<file path="src/rtl/risc_sequencer_pkg.sv">
// Shared CPU package: phase and opcode encodings, sequencer state type and the ALU-op decode.
package risc_sequencer_pkg;

    localparam int PH_W = 3;
    localparam int OP_W = 3;

    typedef enum logic [PH_W-1:0] {
        PH_INST_ADDR  = 3'd0,
        PH_INST_FETCH = 3'd1,
        PH_INST_LOAD  = 3'd2,
        PH_IDLE       = 3'd3,
        PH_OP_ADDR    = 3'd4,
        PH_OP_FETCH   = 3'd5,
        PH_ALU_OP     = 3'd6,
        PH_STORE      = 3'd7
    } phase_e;

    typedef enum logic [OP_W-1:0] {
        OP_HLT = 3'd0,
        OP_SKZ = 3'd1,
        OP_ADD = 3'd2,
        OP_AND = 3'd3,
        OP_XOR = 3'd4,
        OP_LDA = 3'd5,
        OP_STO = 3'd6,
        OP_JMP = 3'd7
    } opcode_e;

    typedef enum logic [1:0] {
        ST_RUN    = 2'd0,
        ST_HALTED = 2'd1,
        ST_WAIT   = 2'd2
    } seq_state_e;

    // Opcodes whose operand is read from memory into the accumulator path.
    function automatic logic is_aluop(input opcode_e op);
        return (op == OP_ADD) || (op == OP_AND) || (op == OP_XOR) || (op == OP_LDA);
    endfunction

endpackage

</file>
<file path="src/rtl/risc_sequencer_phase_counter.sv">
// 3-bit instruction phase counter with asynchronous active-low clear and count enable.
module phase_counter
    import risc_sequencer_pkg::*;
(
    input  logic            clk_i,
    input  logic            rst_ni,
    input  logic            en_i,
    output logic [PH_W-1:0] phase_o
);

    logic [PH_W-1:0] phase_q;
    logic [PH_W-1:0] phase_d;

    assign phase_d = en_i ? (phase_q + 1'b1) : phase_q;

    always_ff @(posedge clk_i or negedge rst_ni) begin
        if (!rst_ni) begin
            phase_q <= '0;
        end else begin
            phase_q <= phase_d;
        end
    end

    assign phase_o = phase_q;

endmodule

</file>
<file path="src/rtl/risc_sequencer.sv">
// Eight-phase RISC control sequencer: phase counter plus run/halt/wait FSM and output decode.
// Optional single-step WAIT state is built when RISC_SEQ_STEP_EN is defined.
//
//   state     | meaning
//   ST_RUN    | phase counter advances, outputs decoded from phase and opcode
//   ST_HALTED | HLT seen at OP_ADDR; halt=1, counter frozen until reset
//   ST_WAIT   | instruction finished, waiting for step (RISC_SEQ_STEP_EN only)
module risc_sequencer
    import risc_sequencer_pkg::*;
#(
    parameter int OP_W = risc_sequencer_pkg::OP_W
)(
    input  logic            clk,
    input  logic            rst,
    input  logic [OP_W-1:0] opcode,
    input  logic            zero,
`ifdef RISC_SEQ_STEP_EN
    input  logic            step,
`endif
    output logic            sel,
    output logic            rd,
    output logic            ld_ir,
    output logic            inc_pc,
    output logic            halt,
    output logic            ld_pc,
    output logic            data_e,
    output logic            ld_ac,
    output logic            wr
);

    seq_state_e      state_q;
    seq_state_e      state_d;
    logic [PH_W-1:0] phase_cnt;
    phase_e          phase;
    opcode_e         op;
    logic            hlt_hit;
    logic            cnt_en;
    logic            aluop;

    assign op      = opcode_e'(opcode[2:0]);
    assign phase   = phase_e'(phase_cnt);
    assign aluop   = is_aluop(op);
    assign hlt_hit = (phase == PH_OP_ADDR) && (op == OP_HLT);
    // Hold the counter on the halting edge so the frozen phase stays at OP_ADDR.
    assign cnt_en  = (state_q == ST_RUN) && !hlt_hit;

    phase_counter u_phase_counter (
        .clk_i   (clk),
        .rst_ni  (rst),
        .en_i    (cnt_en),
        .phase_o (phase_cnt)
    );

    always_ff @(posedge clk or negedge rst) begin
        if (!rst) begin
            state_q <= ST_RUN;
        end else begin
            state_q <= state_d;
        end
    end

    always_comb begin
        state_d = state_q;
        unique case (state_q)
            ST_RUN: begin
                if (hlt_hit) begin
                    state_d = ST_HALTED;
                end else if (phase == PH_STORE) begin
`ifdef RISC_SEQ_STEP_EN
                    state_d = ST_WAIT;
`else
                    state_d = ST_RUN;
`endif
                end
            end
            ST_WAIT: begin
`ifdef RISC_SEQ_STEP_EN
                if (step) begin
                    state_d = ST_RUN;
                end
`else
                state_d = ST_RUN;
`endif
            end
            ST_HALTED: state_d = ST_HALTED;
            default:   state_d = ST_RUN;
        endcase
    end

    always_comb begin
        sel    = 1'b0;
        rd     = 1'b0;
        ld_ir  = 1'b0;
        inc_pc = 1'b0;
        halt   = 1'b0;
        ld_pc  = 1'b0;
        data_e = 1'b0;
        ld_ac  = 1'b0;
        wr     = 1'b0;
        if (state_q == ST_HALTED) begin
            halt = 1'b1;
        end else if (state_q == ST_RUN) begin
            unique case (phase)
                PH_INST_ADDR: begin
                    sel = 1'b1;
                end
                PH_INST_FETCH: begin
                    sel = 1'b1;
                    rd  = 1'b1;
                end
                PH_INST_LOAD, PH_IDLE: begin
                    sel   = 1'b1;
                    rd    = 1'b1;
                    ld_ir = 1'b1;
                end
                PH_OP_ADDR: begin
                    inc_pc = 1'b1;
                    halt   = (op == OP_HLT);
                end
                PH_OP_FETCH: begin
                    rd = aluop;
                end
                PH_ALU_OP: begin
                    rd     = aluop;
                    inc_pc = (op == OP_SKZ) && zero;
                    ld_pc  = (op == OP_JMP);
                    data_e = (op == OP_STO);
                end
                PH_STORE: begin
                    rd     = aluop;
                    ld_ac  = aluop;
                    ld_pc  = (op == OP_JMP);
                    wr     = (op == OP_STO);
                    data_e = (op == OP_STO);
                end
                default: ;
            endcase
        end
    end

endmodule

</file>
<file path="config.mk">
export PLATFORM = sky130hd
export DESIGN_NAME = risc_sequencer
export DESIGN_NICKNAME = d
export VERILOG_FILES = /design/src/rtl/risc_sequencer_pkg.sv /design/src/rtl/risc_sequencer_phase_counter.sv /design/src/rtl/risc_sequencer.sv
export SDC_FILE = /design/constraint.sdc
export NUM_CORES = 1
export LEC_CHECK = 0
export ABC_AREA = 1
export CAP_MARGIN = 25
export CORE_AREA = 2 2 39 41
export CTS_CLUSTER_SIZE = 14
export DETAILED_ROUTE_END_ITERATION = 10
export DIE_AREA = 0 0 41 43
export HOLD_SLACK_MARGIN = 0.06
export PLACE_DENSITY = 0.68
export SETUP_SLACK_MARGIN = 0.4
export SYNTH_ARGS = -nofsm -noshare
export SYNTH_HDL_FRONTEND = slang
export SYNTH_SLANG_ARGS = --single-unit
</file>
<file path="constraint.sdc">
create_clock -name clk -period 2.3 [get_ports clk]
set_input_delay 0.23 -clock clk [delete_from_list [all_inputs] [get_ports clk]]
set_output_delay 0.23 -clock clk [all_outputs]
set_load 0.05 [all_outputs]
</file>
==> results of run 1 <==
## report_power, final
part / internal [mW] / switching [mW]
clock network: 0.0580 / 0.0244
logic: 0.00936 / 0.00928
registers: 0.0708 / 0
total: 0.138 / 0.0337
## logic make-up (layout without fill, tap and decap cells)
kind of cell / count (synthesis) / in the layout
compound gates: 5 / 5
fa+ha+maj: 6 / 6
buf+inv: 13 / 30
flops: 4 / 4
simple gates: 35 / 35
## registers in the layout (all words and copies together) (netlist names)
| signal | flops |
|---|---|
| u_phase_counter.phase_o | 3 |
| state_q | 1 |
## what timing repair did
| action | in CTS | in global routing |
|---|---|---|
| setup endpoints to repair | 0 | 4 |
| setup buffers | 0 | 1 |
| hold buffers | 0 | 0 |
| gates resized for setup | 0 | 4 |
## cell usage after synthesis
cell,count
ha_1,6
nand2_4,1
nand3b_1,1
inv_2,1
a21oi_1,5
nor2_4,1
nand3_1,6
nor4_1,1
dfrtp_1,4
inv_1,11
buf_6,1
nor2_1,6
nand2_2,1
nand2_1,17
nand3_4,1
## stage by stage
| stage | utilization | std cells |
|---|---|---|
| 2_1_floorplan | - | 63 |
| 3_3_place_gp | 0.442 | 92 |
| 3_5_place_dp | 0.442 | 92 |
| 4_1_cts | 0.458 | 95 |
| 5_1_grt | 0.469 | 96 |
| 6_report | 0.469 | 96 |
## metal layers
metal,vias up,share of wire
met3,0,0.019
met2,7,0.51
met1,194,0.47
li1,229,-
met5,-,0
met4,0,0
## layout by cell type, fill, tap and decap left out, drive strengths merged
master / count
nor4: 1
inv: 12
dfrtp: 4
clkdlybuf4s50: 5
nor2: 7
ha: 6
nand3b: 1
buf: 10
a21oi: 5
clkbuf: 3
nand2: 19
nand3: 7
## worst register-to-register path, delay by kind of cell, from the launching register on
family,cells,cell delay [ps]
flip-flops,1,410
AND/OR/NAND/NOR,2,240
adder cells (fa/ha/maj),2,490
## final cells by class
cell class | count | area (um2) | area share
Inverter | 12 | 45.0 | 0.0694
Multi-Input combinational cell | 46 | 294 | 0.453
Timing Repair Buffer | 15 | 166 | 0.256
Tap cell | 16 | 20.0 | 0.0308
Sequential cell | 4 | 101 | 0.156
Clock buffer | 3 | 22.5 | 0.0347
## worst max-delay path by stage
stage / end / start / depth (start not counted) / slack, ps
after floorplan: inc_pc / u_phase_counter.phase_o[0]$_DFFE_PN0P_ / 6 / 400
after global placement: data_e / opcode[2] / 6 / 590
after detailed placement: data_e / opcode[2] / 6 / 580
after CTS: rd / u_phase_counter.phase_o[0]$_DFFE_PN0P_ / 7 / 470
after global routing: rd / u_phase_counter.phase_o[0]$_DFFE_PN0P_ / 7 / 400
final: ld_ac / u_phase_counter.phase_o[0]$_DFFE_PN0P_ / 5 / 500
==> flow_summary.toml, run 1 <==
[cells_and_area]
nNetsFinal = 94
area_growth_syn_to_layout_pct = 50.0
antennaDiodeCount = 0
fin_area_um2 = 649
nFillCells = 127
final_layout_size_suffix_gt1_frac = 0.275

[clocking]
cts_num_sinks = 4
clock_path_buffers = 2
htreeDepth = 1
cts_made_buffers = 3
cts.clk_slew.worst_paths_ps = 30
clkLatencyLatePin_ps = 230
cts_tree = "built"
cts_root_buf = "clkbuf_4"

[timing]
min_period_ps = 1800
tns_ps = 0
worst_hold_slack_ps = 199
fmax_mhz = 554
setup_ws_ps = 495
rsz0062_at_grt = "no"
hold_viol = 0
finalSetupViolCount = 0
post-route-period-util = 0.785
slew_headroom = 0.814
drv_slew = 0
fin_worst_skew_ps = 0.209
worst-slew-pin-transition_ps = 278

[worst_setup_path]
r2r_slack_ps = 1080
path_cells = "ha_2, ha_1, inv_1, nor4_4, buf_6"
reg2reg_depth = 4
reg2reg_from = "u_phase_counter.phase_o[0]$_DFFE_PN0P_"
critPathBufInv = 2
crit_slowest_cell = "dfrtp_1"
cpPeakStageDelay_ps = 410
crit_path_end_kind = "output pin"
path_class = "reg2out"
regToRegEndpoint = "u_phase_counter.phase_o[2]$_DFFE_PN0P_"
cpLargestDelayFamily = "flip-flops"
arrival_ps = 1570
critPathLaunchType = "flop"
critPathMaxFanout = 4
cp.required_ps = 2070

[yosys]
synth_compound_area_frac = 0.0578
synth.distinct_cells = 15
ys_ff_latch = 4
synth_warnings = 0
synth.top_cell.area_share = 0.231
synthSimpleGateAreaFrac = 0.408
syn_nets = 75
synth_seq_area_share = 0.231
syn_area_um2 = 433
synth_xor_area_frac = 0
yosys.area.top_type = "dfrtp_1"
postSynthAreaPerCell_um2 = 6.87
synth_area_leaders = "dfrtp_1, ha_1, nand2_1"
synth_top_family_by_area = "simple AND/OR/NAND/NOR gates"
synth_fa_ha_area_frac = 0.173
synthCells = 63
synth_mux_area_frac = 0

[floorplanning]
core_area_um2 = 1380
die_h_um = 43
num_rows = 14
die_area_um2 = 1760
initial_utilization = 0.313
die_w_um = 41
ios = 15

[route]
wl_um = 951
drc = 0
num_vias = 430
drt_iter0_drc = 2
drtAntennaViolNets = 0
viasPerCell = 4.48
drtPass1Iterations = 4
wire_per_inst_um = 9.91

[place]
portBuffers = 14
hpwl_um = 768
routabilityCongestion = 0.712
place_area_um2 = 612
place_ws_ps = 578

[global_route]
grt_max_degree = 10
grt_busiest_layer = "met2"
grt.met3_usage = 0.0314
grt_first_pass_wirelength_um = 1660
grtUsageMet1 = 0.172
track_usage = 0.137
gr-usage-met2 = 0.194
antenna_found_initial = 0
grt_pass1_vias = 429
grt_overflow_total = 0

[outcome]
status = "complete, no violations"

[job]
drv_cap = 0

[pwr]
max-vdd-ir-drop_mv = 0.217
power.leakage_nw = 0.308
power_density_nw_per_um2 = 265
total_power_uw = 172

[min_path]
worstHoldPathType = "in2async"
Power figures use the tool's default switching activity.
==> run 2, diff against run 1 <==
==> constraint.sdc (replaced) <==
create_clock -name clk -period 1.87 [get_ports clk]
set_input_delay 0.187 -clock clk [delete_from_list [all_inputs] [get_ports clk]]
set_output_delay 0.187 -clock clk [all_outputs]
set_load 0.05 [all_outputs]
==> run 2 against run 1 <==
Effect of this change: sequential power is 23% higher; critical path depth rose by 2; clock power grew 25%; utilization grew 20 points; final cell count rose by 9.4%; critical endpoint is now inc_pc.
==> flow_summary.toml, run 2 (same netlist as run 1, synthesis figures left out) <==
[outcome]
status = "complete, no violations"

[pwr]
power_density_nw_per_um2 = 232
internal_power_uw = 170
switching_share = 0.205
power.share.combinational = 0.112
p_clk_frac = 0.481
pwr-share-seq = 0.407
power_switching_uw = 43.9
power.leakage_nw = 0.384
max-vdd-ir-drop_mv = 0.336
total_power_uw = 214

[floorplanning]
die_w_um = 41
core_area_um2 = 1380
num_rows = 14
ios = 15
die_h_um = 43
die_area_um2 = 1760
initial_utilization = 0.313

[place]
routabilityCongestion = 0.722
place_ws_ps = 236
dpl.cell_count = 92
hpwl_um = 870
place_area_um2 = 697
portBuffers = 14

[cells_and_area]
largest_reg_flops = 3
area_growth_syn_to_layout_pct = 113
nFillCells = 114
fin_util = 0.667
final_cell_mix = "nand2_1, buf_12, buf_4, inv_2, nand3_1"
fin_area_um2 = 923
final_layout_size_suffix_gt1_frac = 0.629
final_cells = 105
antennaDiodeCount = 0
final_common_cell = "nand2_1"
nNetsFinal = 103

[timing]
post-route-period-util = 0.900
hold_viol = 0
setup_ws_ps = 188
slew_headroom = 0.782
fin_worst_skew_ps = 4.03
min_period_ps = 1680
drv_slew = 0
worst-slew-pin-transition_ps = 328
tns_ps = 0
finalSetupViolCount = 0
fmax_mhz = 594
rsz0062_at_grt = "yes"
worst_hold_slack_ps = 154

[clocking]
cts_num_sinks = 4
clkLatencyLatePin_ps = 230
cts_tree = "built"
cts.clk_slew.worst_paths_ps = 40
cts_made_buffers = 3
hold_buffers = 0
clock_path_buffers = 2
cts_root_buf = "clkbuf_4"
htreeDepth = 1

[route]
viasPerCell = 4.63
wl_met1_um = 482
drc = 0
wl_met3_um = 31
drtPass1Iterations = 3
dr_wl_met2_um = 755
drtAntennaViolNets = 0
top_layer = "met4"
wire_per_inst_um = 12.3
wl_um = 1290
drt_iter0_drc = 8
num_vias = 486

[job]
drv_cap = 0

[global_route]
grt_first_pass_wirelength_um = 2100
grt_max_degree = 9
track_usage = 0.175
grt_pass1_vias = 499
grt_overflow_total = 0
antenna_found_initial = 0

[worst_setup_path]
path_class = "reg2out"
arrival_ps = 1500
critPathLaunchType = "flop"
cp.required_ps = 1680
crit_path_end_kind = "output pin"
critPathMaxFanout = 4

[min_path]
worstHoldPathType = "in2async"
run 2: cell count changes in the layout (fill, tap and decap cells not counted), sizes merged:
| cell | previous run | this run |
|---|---|---|
| clkdlybuf4s50 | 5 | 4 |
| buf | 10 | 19 |
| dlymetal6s2s | 0 | 1 |
run 2: timing repair:
action	CTS	global route
endpoints found under the setup margin	9	9
pin swaps	4	6
setup buffers	6	4
resized for setup	20	16
endpoints found under the hold margin	0	0
run 2: critical path, cell delays in order (launching register included):
cell     delay [ps]
dfrtp_2         450
inv_4           100
ha_4            150
nand2_2          60
nor2_1          110
nand2_1          90
a21oi_4         150
buf_12          150
run 2: power by group through the flow:
stage,clock [mW],combinational [mW],sequential (mW)
2_1_floorplan,0,0.00790,0.0882
3_3_place_gp,0,0.0229,0.0881
3_5_place_dp,0,0.0237,0.0881
4_1_cts,0.107,0.0243,0.0870
5_1_grt,0.109,0.0263,0.0870
6_report,0.103,0.0240,0.0870
run 2: path summary, 6_finish.rpt:
kind / from / to / slack, ps / cells past startpoint
max: u_phase_counter.phase_o[0]$_DFFE_PN0P_ / inc_pc / 190 / 7
min: rst / state_q[0]$_DFFE_PN0P_ / 150 / 1
max reg2reg: u_phase_counter.phase_o[0]$_DFFE_PN0P_ / u_phase_counter.phase_o[0]$_DFFE_PN0P_ / 500 / 10
min reg2reg: u_phase_counter.phase_o[0]$_DFFE_PN0P_ / u_phase_counter.phase_o[0]$_DFFE_PN0P_ / 590 / 2
max in group asynchronous: rst / u_phase_counter.phase_o[0]$_DFFE_PN0P_ / 1540 / 1
min in group clk: opcode[2] / state_q[0]$_DFFE_PN0P_ / 500 / 5
run 2: metal layers:
layer,vias up,track usage
met3,2,0.0419
met4,0,0.0933
li1,249,-
met2,10,0.291
met5,-,0
met1,225,0.190
run 2: cell type report:
cell class,instances,area [um2],share of cell area
clock buffers,3,22.5,0.0244
flip-flops and latches,4,104,0.112
multi-input cells,46,415,0.450
inverters,12,50.0,0.0542
repair buffers,24,312,0.337
well taps,16,20.0,0.0217
==> run 3, diff against run 2 <==
--- a/config.mk
+++ b/config.mk
@@ -17,3 +17,4 @@
 export SYNTH_ARGS = -nofsm -noshare
 export SYNTH_HDL_FRONTEND = slang
 export SYNTH_SLANG_ARGS = --single-unit
+export TNS_END_PERCENT = 30
==> run 3 against run 2 <==
Effect of this change: first-iteration DRC count is 63% lower; final cell count is 5.7% lower; via count is 6.6% lower; power is 0.25% higher; clock power hardly changed; flip-flop and latch count stayed put; setup slack worse by 10 ps; highest routed layer is now met3; clock-buffer cell count stayed put.
==> flow_summary.toml, run 3 (same netlist as run 1, synthesis figures left out) <==
[outcome]
status = "complete, no violations"

[global_route]
antenna_found_initial = 0
grt_pass1_vias = 475
grt_first_pass_wirelength_um = 2040
grt_overflow_total = 0
track_usage = 0.170
grt_max_degree = 10

[worst_setup_path]
reg2reg_depth = 8
crit_path_end_kind = "output pin"
r2r_slack_ps = 590
critPathLaunchType = "flop"
crit_end = "rd"
arrival_ps = 1510
startpoint = "u_phase_counter.phase_o[0]$_DFFE_PN0P_"
reg2reg_from = "u_phase_counter.phase_o[1]$_DFFE_PN0P_"
regToRegEndpoint = "u_phase_counter.phase_o[2]$_DFFE_PN0P_"
path_class = "reg2out"
critPathMaxFanout = 4
cp.required_ps = 1680

[pwr]
total_power_uw = 214
max-vdd-ir-drop_mv = 0.347
power_density_nw_per_um2 = 256
power.leakage_nw = 0.338

[cells_and_area]
final_common_cell = "nand2_1"
area_growth_syn_to_layout_pct = 93.1
nNetsFinal = 97
final_layout_size_suffix_gt1_frac = 0.554
antennaDiodeCount = 0
largest_reg_flops = 3
ff_latch_area_um2 = 104
fin_area_um2 = 836
nFillCells = 131
final_cell_mix = "nand2_1, buf_12, inv_1"
multi_input_comb_area_um2 = 390

[clocking]
cts_num_sinks = 4
clock_path_buffers = 2
cts.clk_slew.worst_paths_ps = 40
cts_root_buf = "clkbuf_4"
cts_made_buffers = 3
htreeDepth = 1
clkLatencyLatePin_ps = 230
cts_tree = "built"

[timing]
post-route-period-util = 0.905
worst_hold_slack_ps = 153
hold_viol = 0
tns_ps = 0
worst-slew-pin-transition_ps = 339
fin_worst_skew_ps = 4.46
rsz0062_at_grt = "yes"
drv_slew = 0
fmax_mhz = 591
slew_headroom = 0.774
min_period_ps = 1690
finalSetupViolCount = 0

[route]
drc = 0
viasPerCell = 4.59
wire_per_inst_um = 11.8
drtAntennaViolNets = 0
wl_um = 1170
drt_iter0_drc = 3
num_vias = 454
drtPass1Iterations = 3

[floorplanning]
die_h_um = 43
die_w_um = 41
core_area_um2 = 1380
die_area_um2 = 1760
initial_utilization = 0.313
num_rows = 14
ios = 15

[place]
place_area_um2 = 697
portBuffers = 14
routabilityCongestion = 0.722
hpwl_um = 870

[min_path]
worstHoldPathType = "in2async"

[job]
drv_cap = 0
run 3: changes by cell type in the layout (fill, tap and decap cells not counted), sizes merged:
cell and change:
clkdlybuf4s50 +1, buf -6, dlymetal6s2s -1
run 3: critical path: stages, from the launching register on:
cell     delay (ps)
dfrtp_2         450
buf_4           160
ha_1            190
inv_1            60
nor2_2           50
nor2_4          150
a21oi_4          70
buf_12          160
run 3: final cells by class:
cell class	count	area share
tap	16	0.0240
timing repair buffer	18	0.301
sequential	4	0.124
clock buffer	3	0.0269
multi-input combinational	46	0.467
inverter	12	0.0569
run 3: worst min path at each step:
stage               start                                     end  slack [ps]  cells after the start
floorplan             rst                  state_q[0]$_DFFE_PN0P_        -110                      0
global placement      rst  u_phase_counter.phase_o[0]$_DFFE_PN0P_         390                      1
detailed placement    rst  u_phase_counter.phase_o[0]$_DFFE_PN0P_         400                      1
CTS                   rst                  state_q[0]$_DFFE_PN0P_         150                      1
global route          rst                  state_q[0]$_DFFE_PN0P_         170                      1
finish                rst                  state_q[0]$_DFFE_PN0P_         150                      1
run 3: metal layers:
metal | wire length, um | vias up | global-route usage | part of all wire
met3 | 31 | 0 | 0.0419 | 0.026
met4 | 0 | 0 | 0.0533 | 0
met5 | 0 | - | 0 | 0
met1 | 442 | 211 | 0.183 | 0.38
li1 | - | 235 | - | -
met2 | 696 | 8 | 0.300 | 0.59
run 3: power by group:
| group | internal, mW | switching (mW) | total, mW | leakage, nW |
|---|---|---|---|---|
| Combinational | 0.0116 | 0.0127 | 0.0243 | 0.278 |
| Sequential | 0.0870 | 0 | 0.0870 | 0.0457 |
| Clock | 0.0715 | 0.0315 | 0.103 | 0.0138 |
run 3: metrics by stage:
step                      setup slack [ps]  utilization  std cells
after detailed placement               236        0.504         92
after CTS                              194        0.589         99
after global placement                 278        0.504         92
after floorplan                        235            -         63
after global routing                   122        0.604         99
final                                  177        0.604         99
run 3: timing repair:
action                     in CTS  in global routing
setup buffers                   4                  0
setup endpoints to repair       9                  9
hold buffers                    0                  0
pin swaps                       4                  2
resized for setup              19                  8
